--- src/rtl/ps2_pkg.sv ---
// rtl/ps2_pkg.sv - shared frame layout, defaults and frame check for the PS/2 receiver
package ps2_pkg;

  localparam int PS2_FRAME_BITS = 11;

  localparam int START_BIT  = 0;
  localparam int DATA_LSB   = 1;
  localparam int DATA_MSB   = 8;
  localparam int PARITY_BIT = 9;
  localparam int STOP_BIT   = 10;

  localparam int DEFAULT_FIFO_DEPTH     = 8;
  localparam int DEFAULT_TIMEOUT_CYCLES = 4096;

  typedef logic [DATA_MSB-DATA_LSB:0] scan_code_t;

  // bits holds start..parity; the stop bit is checked live as it arrives.
  function automatic logic frame_ok(input logic [PS2_FRAME_BITS-2:0] bits, input logic stop);
    return (bits[START_BIT] == 1'b0) && stop && (^bits[PARITY_BIT:DATA_LSB]);
  endfunction

endpackage

--- src/rtl/ps2_rx_fifo.sv ---
// rtl/ps2_rx_fifo.sv - synchronous scan-code FIFO with count-based full/empty
module ps2_rx_fifo #(
  parameter int DEPTH = 8,
  parameter int WIDTH = 8
) (
  input  logic                     clk,
  input  logic                     clrn,
  input  logic                     push,
  input  logic [WIDTH-1:0]         push_data,
  input  logic                     pop,
  output logic [WIDTH-1:0]         pop_data,
  output logic                     full,
  output logic                     empty,
  output logic [$clog2(DEPTH):0]   count
);

  localparam int AW = $clog2(DEPTH);

  logic [WIDTH-1:0] mem [DEPTH];
  logic [AW-1:0]    wr_ptr;
  logic [AW-1:0]    rd_ptr;
  logic             do_push;
  logic             do_pop;

  // Full is judged on the registered count, so a same-cycle pop never rescues a push.
  assign full     = (count == (AW+1)'(DEPTH));
  assign empty    = (count == '0);
  assign do_push  = push & ~full;
  assign do_pop   = pop & ~empty;
  assign pop_data = mem[rd_ptr];

  always_ff @(posedge clk) begin
    if (!clrn) begin
      wr_ptr <= '0;
      rd_ptr <= '0;
      count  <= '0;
      for (int i = 0; i < DEPTH; i++) mem[i] <= '0;
    end else begin
      if (do_push) begin
        mem[wr_ptr] <= push_data;
        wr_ptr      <= wr_ptr + 1'b1;
      end
      if (do_pop) rd_ptr <= rd_ptr + 1'b1;
      case ({do_push, do_pop})
        2'b10:   count <= count + 1'b1;
        2'b01:   count <= count - 1'b1;
        default: count <= count;
      endcase
    end
  end

endmodule

--- src/rtl/ps2_keyboard_rx.sv ---
// rtl/ps2_keyboard_rx.sv - host-side PS/2 receiver: synchroniser, deframer, timeout and scan-code FIFO
module ps2_keyboard_rx
  import ps2_pkg::*;
#(
  parameter int FIFO_DEPTH     = DEFAULT_FIFO_DEPTH,
  parameter int TIMEOUT_CYCLES = DEFAULT_TIMEOUT_CYCLES
) (
  input  logic       clk,
  input  logic       clrn,
  input  logic       ps2_clk,
  input  logic       ps2_data,
  input  logic       nextdata_n,
  output logic [7:0] data,
  output logic       ready,
  output logic       overflow,
  output logic       frame_err
);

  localparam int TW = $clog2(TIMEOUT_CYCLES);

  logic [2:0]                  s_clk;
  logic [2:0]                  s_data;
  logic                        fe;
  logic                        bit_in;
  logic [3:0]                  cnt;
  logic [PS2_FRAME_BITS-2:0]   shift_buf;
  logic [TW-1:0]               timer;
  logic                        frame_done;
  logic                        frame_good;
  logic                        fifo_full;
  logic                        fifo_empty;
  logic [$clog2(FIFO_DEPTH):0] fifo_count;
  logic                        pop;

  assign fe         = s_clk[2] & ~s_clk[1];
  assign bit_in     = s_data[1];
  assign frame_done = fe && (cnt == 4'(STOP_BIT));
  assign frame_good = frame_done && frame_ok(shift_buf, bit_in);
  assign ready      = (fifo_count != '0);
  assign pop        = ~nextdata_n & ~fifo_empty;

  always_ff @(posedge clk) begin
    if (!clrn) begin
      s_clk     <= 3'b111;
      s_data    <= 3'b111;
      cnt       <= '0;
      shift_buf <= '0;
      timer     <= '0;
      overflow  <= 1'b0;
      frame_err <= 1'b0;
    end else begin
      s_clk     <= {s_clk[1:0], ps2_clk};
      s_data    <= {s_data[1:0], ps2_data};
      frame_err <= frame_done && !frame_good;
      if (frame_good && fifo_full) overflow <= 1'b1;

      if (fe) begin
        timer <= '0;
        if (frame_done) begin
          cnt <= '0;
        end else begin
          shift_buf[cnt] <= bit_in;
          cnt            <= cnt + 1'b1;
        end
      end else if (cnt != '0) begin
        // A stalled device leaves a partial frame; drop it silently and rearm.
        if (timer == TW'(TIMEOUT_CYCLES - 1)) begin
          cnt   <= '0;
          timer <= '0;
        end else begin
          timer <= timer + 1'b1;
        end
      end
    end
  end

  ps2_rx_fifo #(
    .DEPTH (FIFO_DEPTH),
    .WIDTH (8)
  ) u_fifo (
    .clk       (clk),
    .clrn      (clrn),
    .push      (frame_good),
    .push_data (shift_buf[DATA_MSB:DATA_LSB]),
    .pop       (pop),
    .pop_data  (data),
    .full      (fifo_full),
    .empty     (fifo_empty),
    .count     (fifo_count)
  );

endmodule

--- config.mk ---
export PLATFORM = sky130hd
export DESIGN_NAME = ps2_keyboard_rx
export DESIGN_NICKNAME = d
export VERILOG_FILES = /design/src/rtl/ps2_pkg.sv /design/src/rtl/ps2_rx_fifo.sv /design/src/rtl/ps2_keyboard_rx.sv
export SDC_FILE = /design/constraint.sdc
export NUM_CORES = 1
export LEC_CHECK = 0
export ABC_CLOCK_PERIOD_IN_PS = 6600
export CORE_ASPECT_RATIO = 2
export CORE_MARGIN = 2
export CORE_UTILIZATION = 31
export DETAILED_ROUTE_END_ITERATION = 8
export PLACE_DENSITY = 0.53
export SYNTH_ARGS = -nofsm -noshare
export SYNTH_HDL_FRONTEND = slang
export SYNTH_SLANG_ARGS = --single-unit
--- constraint.sdc ---
create_clock -name clk -period 6.6 [get_ports clk]
set_input_delay 0.99 -clock clk [delete_from_list [all_inputs] [get_ports clk]]
set_output_delay 0.99 -clock clk [all_outputs]
set_load 0.02 [all_outputs]
==> results.py, run 1 <==
metrics = {
    "outcome": {
        "outcome": "completed",
    },
    "global_routing": {
        "met3_usage_pct": 1.91,
        "grt_max_degree": 26,
        "antenna_found_initial": 0,
        "gr-usage-met1_pct": 11.6,
        "track_usage_pct": 13.0,
        "grt_pass1_wl_mm": 16.9,
        "gr-total-overflow": 0,
        "first_global_vias": 3231,
        "grt_use_met2_pct": 26.0,
        "grt.busiest_layer": "met2",
    },
    "synthesis": {
        "ys_ff_latch": 110,
        "synth-edff-count": 64,
        "synth-async-reset-ratio_pct": 0,
        "synth.avg_cell_area_sq_um": 12.1,
        "synthFlopType": "edfxtp_1",
        "syn_inst": 421,
        "seq_area_frac_synth_pct": 56.0,
        "syn_area_sq_um": 5080,
        "synth_cell_types": 46,
        "ys_warn_count": 0,
        "syn_nets": 436,
    },
    "clock_network": {
        "path_clk_slew_ps": 70,
        "post_cts.repair.setup_buffers": 0,
        "clock_sinks": 110,
        "cts_tree": "yes",
        "cts_inserted_buffers": 9,
        "htree_levels": 3,
        "root_buffer": "clkbuf_16",
        "cts_hold_repair.buffers": 0,
        "clk_latency_ps": 360,
        "post_cts_resized": 0,
        "clk_path_buf_depth": 2,
    },
    "floorplan": {
        "start_util_pct": 31.4,
        "row_count": 66,
        "core_sq_um": 16200,
        "dieArea_sq_um": 17500,
        "io_pins": 16,
        "die_h_um": 185,
        "die_x_um": 94.5,
    },
    "route": {
        "final_antenna_net_count": 0,
        "first_pass_iters": 4,
        "wl_per_cell_um": 16.6,
        "dr.first_iter.drc_count": 141,
        "drt-total-wl_mm": 10.6,
        "dr_total_vias": 3135,
        "viasPerCell": 4.91,
        "route.detailed.drc": 0,
    },
    "timing": {
        "post-route-min-period_ps": 3760,
        "drv_slew": 0,
        "fin_ws_ps": 2840,
        "rsz0062_at_grt": "false",
        "finalCritPeriodShare_pct": 57.0,
        "worst_pin_slew_ps": 1020,
        "setup_viol": 0,
        "final.setup.tns_ps": 0,
        "fmaxAchievable_ghz": 0.266,
        "finalHoldViolations": 0,
        "fin_worst_skew_ps": 11.8,
        "slew_headroom_pct": 32.1,
    },
    "setup_path": {
        "cp-start-kind": "flip-flop",
        "critPathArrivalTime_ps": 2770,
        "path_class": "flip-flop to output port",
        "required_ps": 5610,
        "r2r_cells": 13,
        "r2r-end": "u_fifo.count[2]",
        "endpoint_kind": "output port",
        "path_max_fanout": 16,
        "reg2reg_slack_ps": 3110,
        "r2r-start": "cnt[0]",
    },
    "place": {
        "dp_hpwl_mm": 8.06,
        "place_area_sq_um": 5390,
        "io_buffers": 15,
        "place_congestion": 0.784,
        "place_ws_ps": 3100,
    },
    "worst_hold_path": {
        "hold_class": "flip-flop to flip-flop",
        "hold_end": "s_data[1]",
        "min-delay-start": "s_data[0]",
        "whs_path_depth": 1,
    },
    "job": {
        "cap_viol_max_count": 0,
    },
    "pwr": {
        "max-vdd-ir-drop_uv": 104,
        "p_per_area_nw_per_um2": 235,
        "finalPower_uw": 1340,
        "p_leak_uw": 0.00203,
    },
    "finish": {
        "syn_to_final_growth_pct": 12.0,
        "diodes": 0,
        "drive_gt1_share_pct": 12.7,
        "finish.instance_area_sq_um": 5690,
        "layout.nets": 444,
    },
}
==> cell usage in the layout (no fill, tap or decap), types with 2 or more instances in the layout <==
master	n
or4_1	2
xnor2_1	9
nor2b_1	5
ha_1	10
mux2_2	9
o31ai_1	2
edfxtp_1	64
nor3_1	3
nand4_4	4
o21ai_0	8
nand4b_4	3
nand2b_1	8
nor4bb_1	2
xor2_1	12
mux4_2	16
mux2i_1	12
or3_1	4
and2_1	2
nand2_1	29
inv_1	7
clkinv_4	2
clkbuf_16	9
clkdlybuf4s50_1	15
dfxtp_1	46
nor3b_1	3
a21oi_1	13
nand3b_1	2
nor2_1	98
nand3_1	9
nand4_1	6
==> sequential cells by signal, summed over array words and instances (netlist names), 2 cells and up, named ones only <==
register	cells
s_clk	3
u_fifo.mem	64
timer	12
u_fifo.count	4
u_fifo.rd_ptr	3
s_data	2
shift_buf	10
cnt	4
u_fifo.wr_ptr	3
==> stage by stage <==
stage / utilization (%) / std cells / hold WS [ps]
6_report: 35.1 / 638 / 408
3_3_place_gp: 33.3 / 622 / 396
5_1_grt: 35.1 / 638 / 423
4_1_cts: 35.1 / 638 / 414
3_5_place_dp: 33.3 / 622 / 395
2_1_floorplan: - / 421 / 386
==> Yosys cell counts, types with 2 or more instances <==
cell      number  share of area, %
xor2_1        12               2.1
nand4b_4       3               1.4
nand4_1        6              0.74
or3_1          4              0.49
mux2i_1       12               2.4
inv_1          7              0.52
nand3_1        9              0.89
edfxtp_1      64                38
or4_1          2              0.30
nor2b_1        5              0.62
mux2_2         9               2.0
buf_1          2              0.15
nor2_1        98               7.2
nor3b_1        3              0.44
nand3b_1       2              0.30
xnor2_1        9               1.6
mux4_2        16               7.1
nand4_4        4               1.7
buf_2          5              0.49
buf_4          2              0.30
nand2b_1       8              0.99
ha_1          10               2.5
a21oi_1       13               1.3
clkbuf_1       9              0.67
dfxtp_1       46                18
o31ai_1        2              0.30
nor4bb_1       2              0.39
nor3_1         3              0.30
nand2_1       29               2.1
and2_1         2              0.25
o21ai_0        8              0.79
==> how the worst max path moves through the flow <==
| stage | from | end | slack [ps] | cells past startpoint |
|---|---|---|---|---|
| after floorplan | cnt[0] | u_fifo.count[2] | 3690 | 14 |
| after detailed placement | cnt[0] | u_fifo.count[2] | 3100 | 13 |
| final | flip-flop | data[0] | 2840 | 3 |
| after global placement | cnt[0] | u_fifo.count[2] | 3180 | 13 |
| after CTS | flip-flop | data[0] | 2760 | 3 |
| after global routing | flip-flop | data[2] | 2640 | 3 |
==> worst max-delay path, cell delays in order (launching register included) <==
cell	delay, ps
dfxtp_1	990
mux4_2	610
mux2_2	280
clkdlybuf4s50_1	530
==> report_power, final <==
part           total [uW]  switching, uW  internal [uW]
Sequential            745           6.61            739
Clock                 547            252            295
Combinational        42.8           26.7           16.1
Total                1340            285           1050
==> cell families (layout without fill, tap and decap cells) <==
family                   after synthesis  after routing  synth area share (%)
adder cells (fa/ha/maj)               10             10                  2.46
buffers and inverters                 26             39                  2.51
AND/OR/NAND/NOR                      189            189                  20.1
flip-flops                           110            110                  56.0
multiplexers                          38             38                  11.7
XOR/XNOR                              23             23                  4.56
AO/OA/AOI/OAI                         25             25                  2.69
==> per-layer routing <==
metal | share of wire [%] | vias to the layer above
met5 | 0 | -
met4 | 3.6 | 0
met3 | 2.0 | 25
met2 | 61 | 49
met1 | 34 | 1546
li1 | - | 1515
==> area by class of cell <==
class	instances	area [sq um]
Clock buffer	9	225
Clock inverter	7	72.6
Fill cell	1635	10500
Inverter	7	26.3
Multi-Input combinational cell	285	2110
Sequential cell	110	2840
Tap cell	204	255
Timing Repair Buffer	16	158
Power figures use the tool's default switching activity.
==> run 2: changes to the inputs <==
- ABC_CLOCK_PERIOD_IN_PS: 6600 -> 3230
- PLACE_DENSITY: 0.53 -> 0.55
- clock period: 6.6 -> 3.23 ns (I/O delays scaled with it)
==> results.py, run 2 (synthesis gave the netlist of run 1 again) <==
metrics = {
    "outcome": {
        "outcome": "completed",
    },
    "route": {
        "route.detailed.drc": 0,
        "wl_per_cell_um": 16.1,
        "dr_total_vias": 3164,
        "first_pass_iters": 6,
        "drt-total-wl_mm": 10.5,
        "final_antenna_net_count": 0,
        "dr.first_iter.drc_count": 119,
        "viasPerCell": 4.85,
    },
    "floorplan": {
        "core_sq_um": 16200,
        "die_x_um": 94.5,
        "start_util_pct": 31.4,
        "io_pins": 16,
        "row_count": 66,
        "dieArea_sq_um": 17500,
        "die_h_um": 185,
    },
    "finish": {
        "reg_top3": "u_fifo.mem (64), timer (12), shift_buf (10)",
        "drive_gt1_share_pct": 15.8,
        "final_cells": 653,
        "layout.nets": 459,
        "finish.instance_area_sq_um": 5810,
        "utilization_pct": 35.9,
        "final_cell_mix": "98 x nor2_1, 64 x edfxtp_1, 46 x dfxtp_1",
        "regMostFlops": "u_fifo.mem",
        "syn_to_final_growth_pct": 14.5,
        "largest_register_ffs": 64,
        "mostFrequentLayoutCell": "nor2_1",
        "diodes": 0,
    },
    "place": {
        "io_buffers": 15,
        "dpl.cell_count": 636,
        "dp_hpwl_mm": 7.97,
        "place_congestion": 0.780,
        "place_area_sq_um": 5490,
    },
    "clock_network": {
        "clk_path_buf_depth": 2,
        "root_buffer": "clkbuf_16",
        "htree_levels": 3,
        "cts_inserted_buffers": 9,
        "cts_hold_repair.buffers": 0,
        "clk_latency_ps": 350,
        "clock_sinks": 110,
        "path_clk_slew_ps": 80,
        "cts_tree": "yes",
    },
    "pwr": {
        "pwr-share-clk_pct": 40.9,
        "switchingPower_uw": 627,
        "switching_share_pct": 23.0,
        "p_per_area_nw_per_um2": 469,
        "intPower_uw": 2100,
        "seq_power_share_pct": 55.7,
        "max-vdd-ir-drop_uv": 251,
        "p_leak_uw": 0.00211,
        "power.share.combinational_pct": 3.4,
    },
    "setup_path": {
        "reg2reg_slack_ps": 300,
        "cp-start-kind": "flip-flop",
        "path_max_fanout": 5,
        "r2r-start": "cnt[0]",
        "critPathArrivalTime_ps": 3200,
        "endpoint_kind": "flip-flop",
        "required_ps": 3500,
        "r2r-end": "u_fifo.count[2]",
        "r2r_cells": 14,
        "path_class": "flip-flop to flip-flop",
    },
    "worst_hold_path": {
        "hold_end": "s_data[1]",
        "hold_class": "flip-flop to flip-flop",
        "whs_path_depth": 1,
        "min-delay-start": "s_data[0]",
    },
    "timing": {
        "hold_ws_ps": 416,
        "slew_headroom_pct": 46.9,
        "post-route-min-period_ps": 2930,
        "setup_viol": 0,
        "fin_worst_skew_ps": 15.3,
        "finalCritPeriodShare_pct": 90.7,
        "drv_slew": 0,
        "finalHoldViolations": 0,
        "final.setup.tns_ps": 0,
        "worst_pin_slew_ps": 796,
        "rsz0062_at_grt": "false",
        "fmaxAchievable_ghz": 0.341,
    },
    "global_routing": {
        "first_global_vias": 3344,
        "gr-total-overflow": 0,
        "antenna_found_initial": 0,
        "grt_pass1_wl_mm": 17.3,
        "track_usage_pct": 13.1,
        "grt_max_degree": 25,
    },
    "job": {
        "cap_viol_max_count": 0,
    },
}
[run 2: worst max-delay path by stage]
stage | slack [ps] | startpoint | endpoint | cells after the start
floorplan | 320 | cnt[0] | u_fifo.count[2] | 14
global placement | 300 | cnt[0] | u_fifo.count[2] | 13
detailed placement | 250 | cnt[0] | u_fifo.count[2] | 13
CTS | 220 | cnt[0] | u_fifo.count[2] | 13
global route | 50 | cnt[0] | u_fifo.count[2] | 14
finish | 300 | cnt[0] | u_fifo.count[2] | 14
[run 2: metrics by stage]
step	total power (uW)	worst slack, ps
6_report	2730	301
5_1_grt	2830	45.9
4_1_cts	2760	221
3_5_place_dp	1650	247
3_3_place_gp	1640	297
2_1_floorplan	1610	323
[run 2: per-layer routing]
layer / track usage, % / share of wire (%)
met1: 12.5 / 35
met2: 27.1 / 62
met3: 1.63 / 1.6
met4: 4.93 / 1.7
met5: 0 / 0
[run 2: cell type report]
type / instances / area [sq um]
fillers: 1655 / 10400
well taps: 204 / 255
repair buffers: 31 / 270
multi-input cells: 285 / 2120
clock buffers: 9 / 225
clock inverters: 7 / 76.3
inverters: 7 / 26.3
flip-flops and latches: 110 / 2840
[run 2: power groups by stage]
stage | sequential (uW) | clock (uW) | combinational [uW]
after floorplan | 1550 | 0 | 59.9
after global placement | 1550 | 0 | 91.3
after detailed placement | 1550 | 0 | 93.7
after CTS | 1520 | 1140 | 93.8
after global routing | 1520 | 1210 | 100
final | 1520 | 1110 | 91.6
[run 2: worst max-delay path, stage by stage (launching register included)]
cell	delay [ps]
dfxtp_1	350
inv_1	140
ha_1	220
nand3b_1	100
buf_4	170
nor4b_4	300
mux2_2	210
nand2_1	70
ha_1	260
xor2_1	160
ha_1	190
a21oi_1	140
xor2_1	90
or3_1	310
a21oi_1	130
[run 2: what timing repair did]
item,CTS,global route
resized for setup,0,1
endpoints found under the setup margin,0,1
setup buffers,0,1
